## src/rtl/pipe_pkg.sv

```systemverilog
// Shared pipeline definitions: opcodes, instruction fields,
// ALU commands, ID stage FSM state and decoded control bundle.
package pipe_pkg;

  localparam int INST_W = 16;

  localparam int OP_LO  = 12;
  localparam int RD_LO  = 9;
  localparam int RS_LO  = 6;
  localparam int RT_LO  = 3;
  localparam int FN_LO  = 0;
  localparam int IMM_W  = 6;

  localparam logic [3:0] OP_RALU = 4'b0000;
  localparam logic [3:0] OP_ADDI = 4'b0001;
  localparam logic [3:0] OP_LW   = 4'b0100;
  localparam logic [3:0] OP_SW   = 4'b0101;

  localparam logic [2:0] ALU_ADD = 3'b000;
  localparam logic [2:0] ALU_SUB = 3'b001;
  localparam logic [2:0] ALU_AND = 3'b010;
  localparam logic [2:0] ALU_OR  = 3'b011;
  localparam logic [2:0] ALU_XOR = 3'b100;
  localparam logic [2:0] ALU_SLL = 3'b101;
  localparam logic [2:0] ALU_SRL = 3'b110;
  localparam logic [2:0] ALU_SLT = 3'b111;

  typedef enum logic {
    ST_RUN   = 1'b0,
    ST_STALL = 1'b1
  } id_state_e;

  typedef struct packed {
    logic       wr_en;
    logic       src2_imm;
    logic       mem_store;
    logic       wb_mem;
    logic [2:0] alu_cmd;
    logic       use_rs;
    logic       use_rt;
    logic       use_rd;
  } id_ctrl_t;

endpackage

```

## src/rtl/reg_file.sv

```systemverilog
// Register file: 2**REG_AW x DATA_W, two combinational read ports
// with write bypass, one write port; register 0 is hard-wired zero.
module reg_file
  import pipe_pkg::*;
#(
  parameter int DATA_W = 16,
  parameter int REG_AW = 3
) (
  input  logic              clk,
  input  logic              rst,
  input  logic              we,
  input  logic [REG_AW-1:0] waddr,
  input  logic [DATA_W-1:0] wdata,
  input  logic [REG_AW-1:0] raddr1,
  input  logic [REG_AW-1:0] raddr2,
  output logic [DATA_W-1:0] rdata1,
  output logic [DATA_W-1:0] rdata2
);

  localparam int NREG = 2 ** REG_AW;

  logic [DATA_W-1:0] mem_q [NREG];

  always_ff @(posedge clk or negedge rst) begin
    if (!rst) begin
      for (int i = 0; i < NREG; i++) begin
        mem_q[i] <= '0;
      end
    end else if (we && waddr != '0) begin
      mem_q[waddr] <= wdata;
    end
  end

  function automatic logic [DATA_W-1:0] rd_port(
    input logic [REG_AW-1:0] a
  );
    logic [DATA_W-1:0] v;
    v = mem_q[a];
    if (a == '0) v = '0;
    else if (we && waddr == a) v = wdata;
    return v;
  endfunction

  assign rdata1 = rd_port(raddr1);
  assign rdata2 = rd_port(raddr2);

endmodule

```

## src/rtl/id_stage.sv

```systemverilog
// Decode stage: register file, instruction decode, load-use
// hazard detection with a one-bubble RUN/STALL FSM and stall counter.
module id_stage
  import pipe_pkg::*;
#(
  parameter int DATA_W = 16,
  parameter int REG_AW = 3,
  parameter int CNT_W  = 16
) (
  input  logic              clk,
  input  logic              rst,
  input  logic [15:0]       inst,
  input  logic              wb_en,
  input  logic [REG_AW-1:0] wb_addr,
  input  logic [DATA_W-1:0] wb_data,
  input  logic              ex_wr_en,
  input  logic              ex_wb_mem_sel,
  input  logic [REG_AW-1:0] ex_write_addr,
  output logic [15:0]       inst_out,
  output logic [DATA_W-1:0] read1,
  output logic [DATA_W-1:0] read2,
  output logic [DATA_W-1:0] imm_data,
  output logic              wr_en,
  output logic              alu_src2_sel_rf_imm,
  output logic              mem_store,
  output logic              wb_mem_select,
  output logic [2:0]        alu_cmd,
  output logic [REG_AW-1:0] write_addr,
  output logic              ctrl_regs_sel,
  output logic              pc_hold,
  output logic [CNT_W-1:0]  stall_count
);

  logic [3:0]        op;
  logic [REG_AW-1:0] rd;
  logic [REG_AW-1:0] rs;
  logic [REG_AW-1:0] rt;
  logic [2:0]        fn;
  logic [IMM_W-1:0]  imm6;

  assign op   = inst[OP_LO +: 4];
  assign rd   = inst[RD_LO +: REG_AW];
  assign rs   = inst[RS_LO +: REG_AW];
  assign rt   = inst[RT_LO +: REG_AW];
  assign fn   = inst[FN_LO +: 3];
  assign imm6 = inst[0 +: IMM_W];

  id_ctrl_t ctl;

  always_comb begin
    ctl = '0;
    unique case (1'b1)
      op == OP_RALU: begin
        ctl.wr_en   = 1'b1;
        ctl.alu_cmd = fn;
        ctl.use_rs  = 1'b1;
        ctl.use_rt  = 1'b1;
      end
      op == OP_ADDI: begin
        ctl.wr_en    = 1'b1;
        ctl.src2_imm = 1'b1;
        ctl.alu_cmd  = ALU_ADD;
        ctl.use_rs   = 1'b1;
      end
      op == OP_LW: begin
        ctl.wr_en    = 1'b1;
        ctl.src2_imm = 1'b1;
        ctl.wb_mem   = 1'b1;
        ctl.alu_cmd  = ALU_ADD;
        ctl.use_rs   = 1'b1;
      end
      op == OP_SW: begin
        ctl.mem_store = 1'b1;
        ctl.src2_imm  = 1'b1;
        ctl.alu_cmd   = ALU_ADD;
        ctl.use_rs    = 1'b1;
        ctl.use_rd    = 1'b1;
      end
      default: ctl = '0;
    endcase
  end

  // Stores read the data register (rd) through port 2.
  logic [REG_AW-1:0] raddr2;
  assign raddr2 = ctl.use_rd ? rd : rt;

  reg_file #(
    .DATA_W (DATA_W),
    .REG_AW (REG_AW)
  ) u_rf (
    .clk    (clk),
    .rst    (rst),
    .we     (wb_en),
    .waddr  (wb_addr),
    .wdata  (wb_data),
    .raddr1 (rs),
    .raddr2 (raddr2),
    .rdata1 (read1),
    .rdata2 (read2)
  );

  assign inst_out            = inst;
  assign imm_data            = {{(DATA_W-IMM_W){imm6[IMM_W-1]}}, imm6};
  assign wr_en               = ctl.wr_en;
  assign alu_src2_sel_rf_imm = ctl.src2_imm;
  assign mem_store           = ctl.mem_store;
  assign wb_mem_select       = ctl.wb_mem;
  assign alu_cmd             = ctl.alu_cmd;
  assign write_addr          = ctl.wr_en ? rd : '0;

  logic ld_in_ex;
  logic hazard;

  assign ld_in_ex = ex_wr_en & ex_wb_mem_sel
                  & (ex_write_addr != '0);

  assign hazard = ld_in_ex & (
      (ctl.use_rs & (ex_write_addr == rs))
    | (ctl.use_rt & (ex_write_addr == rt))
    | (ctl.use_rd & (ex_write_addr == rd)));

  id_state_e        state_q;
  logic [CNT_W-1:0] stall_count_q;
  logic             stall_fire;

  assign stall_fire = (state_q == ST_RUN) & hazard;

  always_ff @(posedge clk or negedge rst) begin
    if (!rst) begin
      state_q       <= ST_RUN;
      stall_count_q <= '0;
    end else begin
      unique case (state_q)
        ST_RUN: begin
          if (hazard) begin
            state_q <= ST_STALL;
            if (stall_count_q != '1)
              stall_count_q <= stall_count_q + 1'b1;
          end
        end
        ST_STALL: state_q <= ST_RUN;
        default:  state_q <= ST_RUN;
      endcase
    end
  end

  // Gated by rst so the stall request drops as soon as reset asserts.
  assign pc_hold       = rst & stall_fire;
  assign ctrl_regs_sel = rst & stall_fire;
  assign stall_count   = stall_count_q;

endmodule
```

## config.mk

```make
export PLATFORM = sky130hd
export DESIGN_NAME = id_stage
export DESIGN_NICKNAME = d
export VERILOG_FILES = /design/src/rtl/pipe_pkg.sv /design/src/rtl/reg_file.sv /design/src/rtl/id_stage.sv
export SDC_FILE = /design/constraint.sdc
export NUM_CORES = 1
export LEC_CHECK = 0
export BUFFER_PORTS_ARGS = -buffer_cell sky130_fd_sc_hd__clkbuf_2
export CORE_ASPECT_RATIO = 0.5
export CORE_UTILIZATION = 59
export CTS_CLUSTER_DIAMETER = 120
export DETAILED_ROUTE_END_ITERATION = 12
export PLACE_DENSITY = 0.83
export RECOVER_POWER = 100
export SLEW_MARGIN = 20
export SYNTH_ARGS = -nofsm -noshare
export SYNTH_HDL_FRONTEND = slang
export SYNTH_SLANG_ARGS = --single-unit
```

## constraint.sdc

```tcl
create_clock -name clk -period 3.65 [get_ports clk]
set_clock_uncertainty 0.15 [all_clocks]
set_input_delay 0.1825 -clock clk [delete_from_list [all_inputs] [get_ports clk]]
set_output_delay 0.1825 -clock clk [all_outputs]
set_load 0.02 [all_outputs]
```

==> impl_metrics.yaml <==
status:
  status: "finished, violations left"
  violations: "max-capacitance violations, max-slew violations"
cells_and_area:
  fillers: 1007
  area_growth_syn_to_layout_pct: 13.6
  fin_nets: 798
  regArea_um2: 3630
  antenna_cells: 0
  multi_input_area_um2: 4160
  drive_gt1_share_pct: 32.5
global_route:
  grt_pass1_wl_um: 33700
  grt_start_max_net_pins: 79
  antenna_found_initial: 0
  first_global_vias: 6034
  grt_usage_pct: 31.2
  grt_overflow: 0
clock_tree:
  htree_num_levels: 4
  post_cts_buffers: 0
  cts_resized: 0
  cts.clk_slew.worst_paths_ns: 0.06
  numCtsBuffers: 17
  max-clock-path-buffers: 2
  cts_root_buf: "clkbuf_16"
  clock_sinks: 145
  cts_tree: "built"
  clock_latency_ns: 0.42
floorplan:
  die-width_um: 170
  pin_count: 135
  rows: 30
  dieArea_um2: 14600
  core-area_um2: 13700
  start_util_pct: 61.0
  die_h_um: 86.1
setup_path:
  worstReg2RegEnd: "stall_count[1]"
  cp-start-kind: "input port"
  cp_num_cells: 6
  crit_slowest_cell: "clkbuf_1"
  critPathCapture: "read1[10]"
  max_stage_delay_ns: 1.31
  path_buf_inv: 4
  ff2ff_path_depth: 4
  path_cells: "clkbuf_2 -> clkbuf_1 -> nor3_2 -> buf_4 -> a211oi_1 -> clkbuf_2"
  cp.arrival_ns: 2.97
  worstSetupStartpoint: "inst[8]"
  critical-path-top-delay-family: "buffers and inverters"
  critical_path_class: "in2out"
  crit_path_end_kind: "primary output"
  crit_top_cell: "clkbuf_2"
  cp.required_ns: 3.32
  timing.reg2reg.setup_slack_ns: 1.25
  path_max_fanout: 19
  reg2reg_from: "state_q"
sta:
  final.setup.tns_ns: 0
  hold_ws_ns: 0.0109
  relSlewSlack_pct: -21.5
  fin_crit_sh_pct: 90.3
  period_needed_ns: 3.30
  finalHoldViolCount: 0
  fmax_mhz: 303
  final-setup-viol-count: 0
  worst_pin_slew_ns: 1.82
  rsz0062_at_grt: "false"
  maxSlewViolCount: 89
power_and_ir_drop:
  pwr-share-seq_pct: 41.8
  power_mw: 5.09
  pwr-share-clk_pct: 33.7
  switching_share_pct: 31.6
  intPower_mw: 3.48
  peakVddDrop_mv: 0.390
  p_leak_nw: 4.18
  p_comb_share_pct: 24.5
  net-switching-power_mw: 1.61
  power-per-cell-area_nw_per_um2: 538
detailed_routing:
  drc: 0
  viasPerCell: 6.47
  wl_per_cell_um: 23.1
  vias: 6204
  wl_met3_um: 1750
  wirelength_um: 22100
  drtAntennaViolNets: 0
  met2WireLength_um: 10600
  drtIter0Drc: 438
  wl_met1_um: 9320
  dr.pass1.iters: 7
  top_layer: "met4"
yosys:
  synth.yosys.seq_area_share_pct: 43.5
  synth_seq_cells: 145
  yosys-top-cells-count: "dfrtp_1, mux2_2, mux2i_1"
  syn_avg_cell_area_um2: 12.5
  synth_top_cell_area_share_pct: 43.5
  yosys_warnings: 0
  synth_cell_type_count: 44
  synth_most_common_cell: "dfrtp_1"
  syn-instance-count: 668
  synth_area_leaders: "dfrtp_1, mux2_2, mux2i_1"
  synth_area_leader_cell: "dfrtp_1"
  synth-main-ff-cell: "dfrtp_1"
  syn_area_um2: 8340
  syn-num-nets: 712
  synth_edf_count: 0
  async_reset_ff_share_pct: 100
job:
  maxCapViolations: 2
min_path:
  whs_path_depth: 2
  min_path_type: "in2reg"
place:
  hpwl_um: 13200
  port-buffer-count: 134
  routabilityCongestion: 0.822
==> cells by family after synthesis <==
| group | share of synthesized area (%) |
|---|---|
| AO/OA/AOI/OAI | 7.14 |
| XOR/XNOR | 2.52 |
| adder cells (fa/ha/maj) | 0.150 |
| buffers and inverters | 6.56 |
| flip-flops | 43.5 |
| multiplexers | 34.1 |
| AND/OR/NAND/NOR | 5.99 |
==> how the worst min path moves through the flow <==
stage | startpoint | endpoint
6_report | wb_data[13] | u_rf.mem_q[109]
3_3_place_gp | rst | u_rf.mem_q[37]
3_5_place_dp | rst | u_rf.mem_q[53]
4_1_cts | wb_data[1] | u_rf.mem_q[1]
2_1_floorplan | rst | stall_count[0]
5_1_grt | wb_data[10] | u_rf.mem_q[26]
==> flip-flops by register name (all words and copies together) (netlist names) <==
name         count
u_rf.mem_q     128
state_q          1
stall_count     16
==> cell usage in the layout, fill, tap and decap left out, drive strengths merged, types with 8 or more instances in the layout <==
cell	Yosys	routed
mux4	32	32
a211oi	16	16
clkbuf	45	159
a32o	16	16
buf	53	12
dfrtp	145	145
and2	12	12
mux2	114	114
mux2i	84	84
a22oi	33	33
nand2	9	9
nor3	9	9
inv	6	13
xor2	20	20
nor2	27	27
dlygate4sd3	0	12
nand3	8	8
==> power by group through the flow <==
stage               clock (mW)  combinational [mW]  sequential (mW)
finish                    1.72                1.25             2.13
global route              1.80                1.33             2.15
CTS                       1.73                1.27             2.12
detailed placement           0                1.24             2.13
global placement             0                1.20             2.10
floorplan                    0               0.913             2.07
==> final cells by class <==
| class | instances | share of cell area [%] |
|---|---|---|
| multi-input cells | 419 | 43.9 |
| flip-flops and latches | 145 | 38.3 |
| repair buffers | 165 | 8.85 |
| clock buffers | 18 | 4.64 |
| well taps | 192 | 2.54 |
| clock inverters | 14 | 1.51 |
| inverters | 6 | 0.238 |
==> routing by layer <==
metal / track usage, % / vias up
met2: 51.2 / 332
met3: 6.46 / 50
met4: 10.2 / 0
met5: 0 / -
met1: 41.9 / 3177
li1: - / 2645
==> metrics by stage <==
step | cell area (um^2) | setup slack, ns | utilization (%) | instances
after floorplan | 8340 | 1.26 | - | 668
after global placement | 8920 | 0.754 | 65.3 | 915
after detailed placement | 8920 | 0.637 | 65.3 | 915
after CTS | 9620 | 0.735 | 70.4 | 959
after global routing | 9470 | 0.278 | 69.3 | 959
final | 9470 | 0.352 | 69.3 | 959
==> timing repair <==
action | CTS | global route
endpoints found under the setup margin | 0 | 0
hold endpoints to repair | 118 | 0
hold buffers | 12 | 0
(Power assumes the default switching activity.)
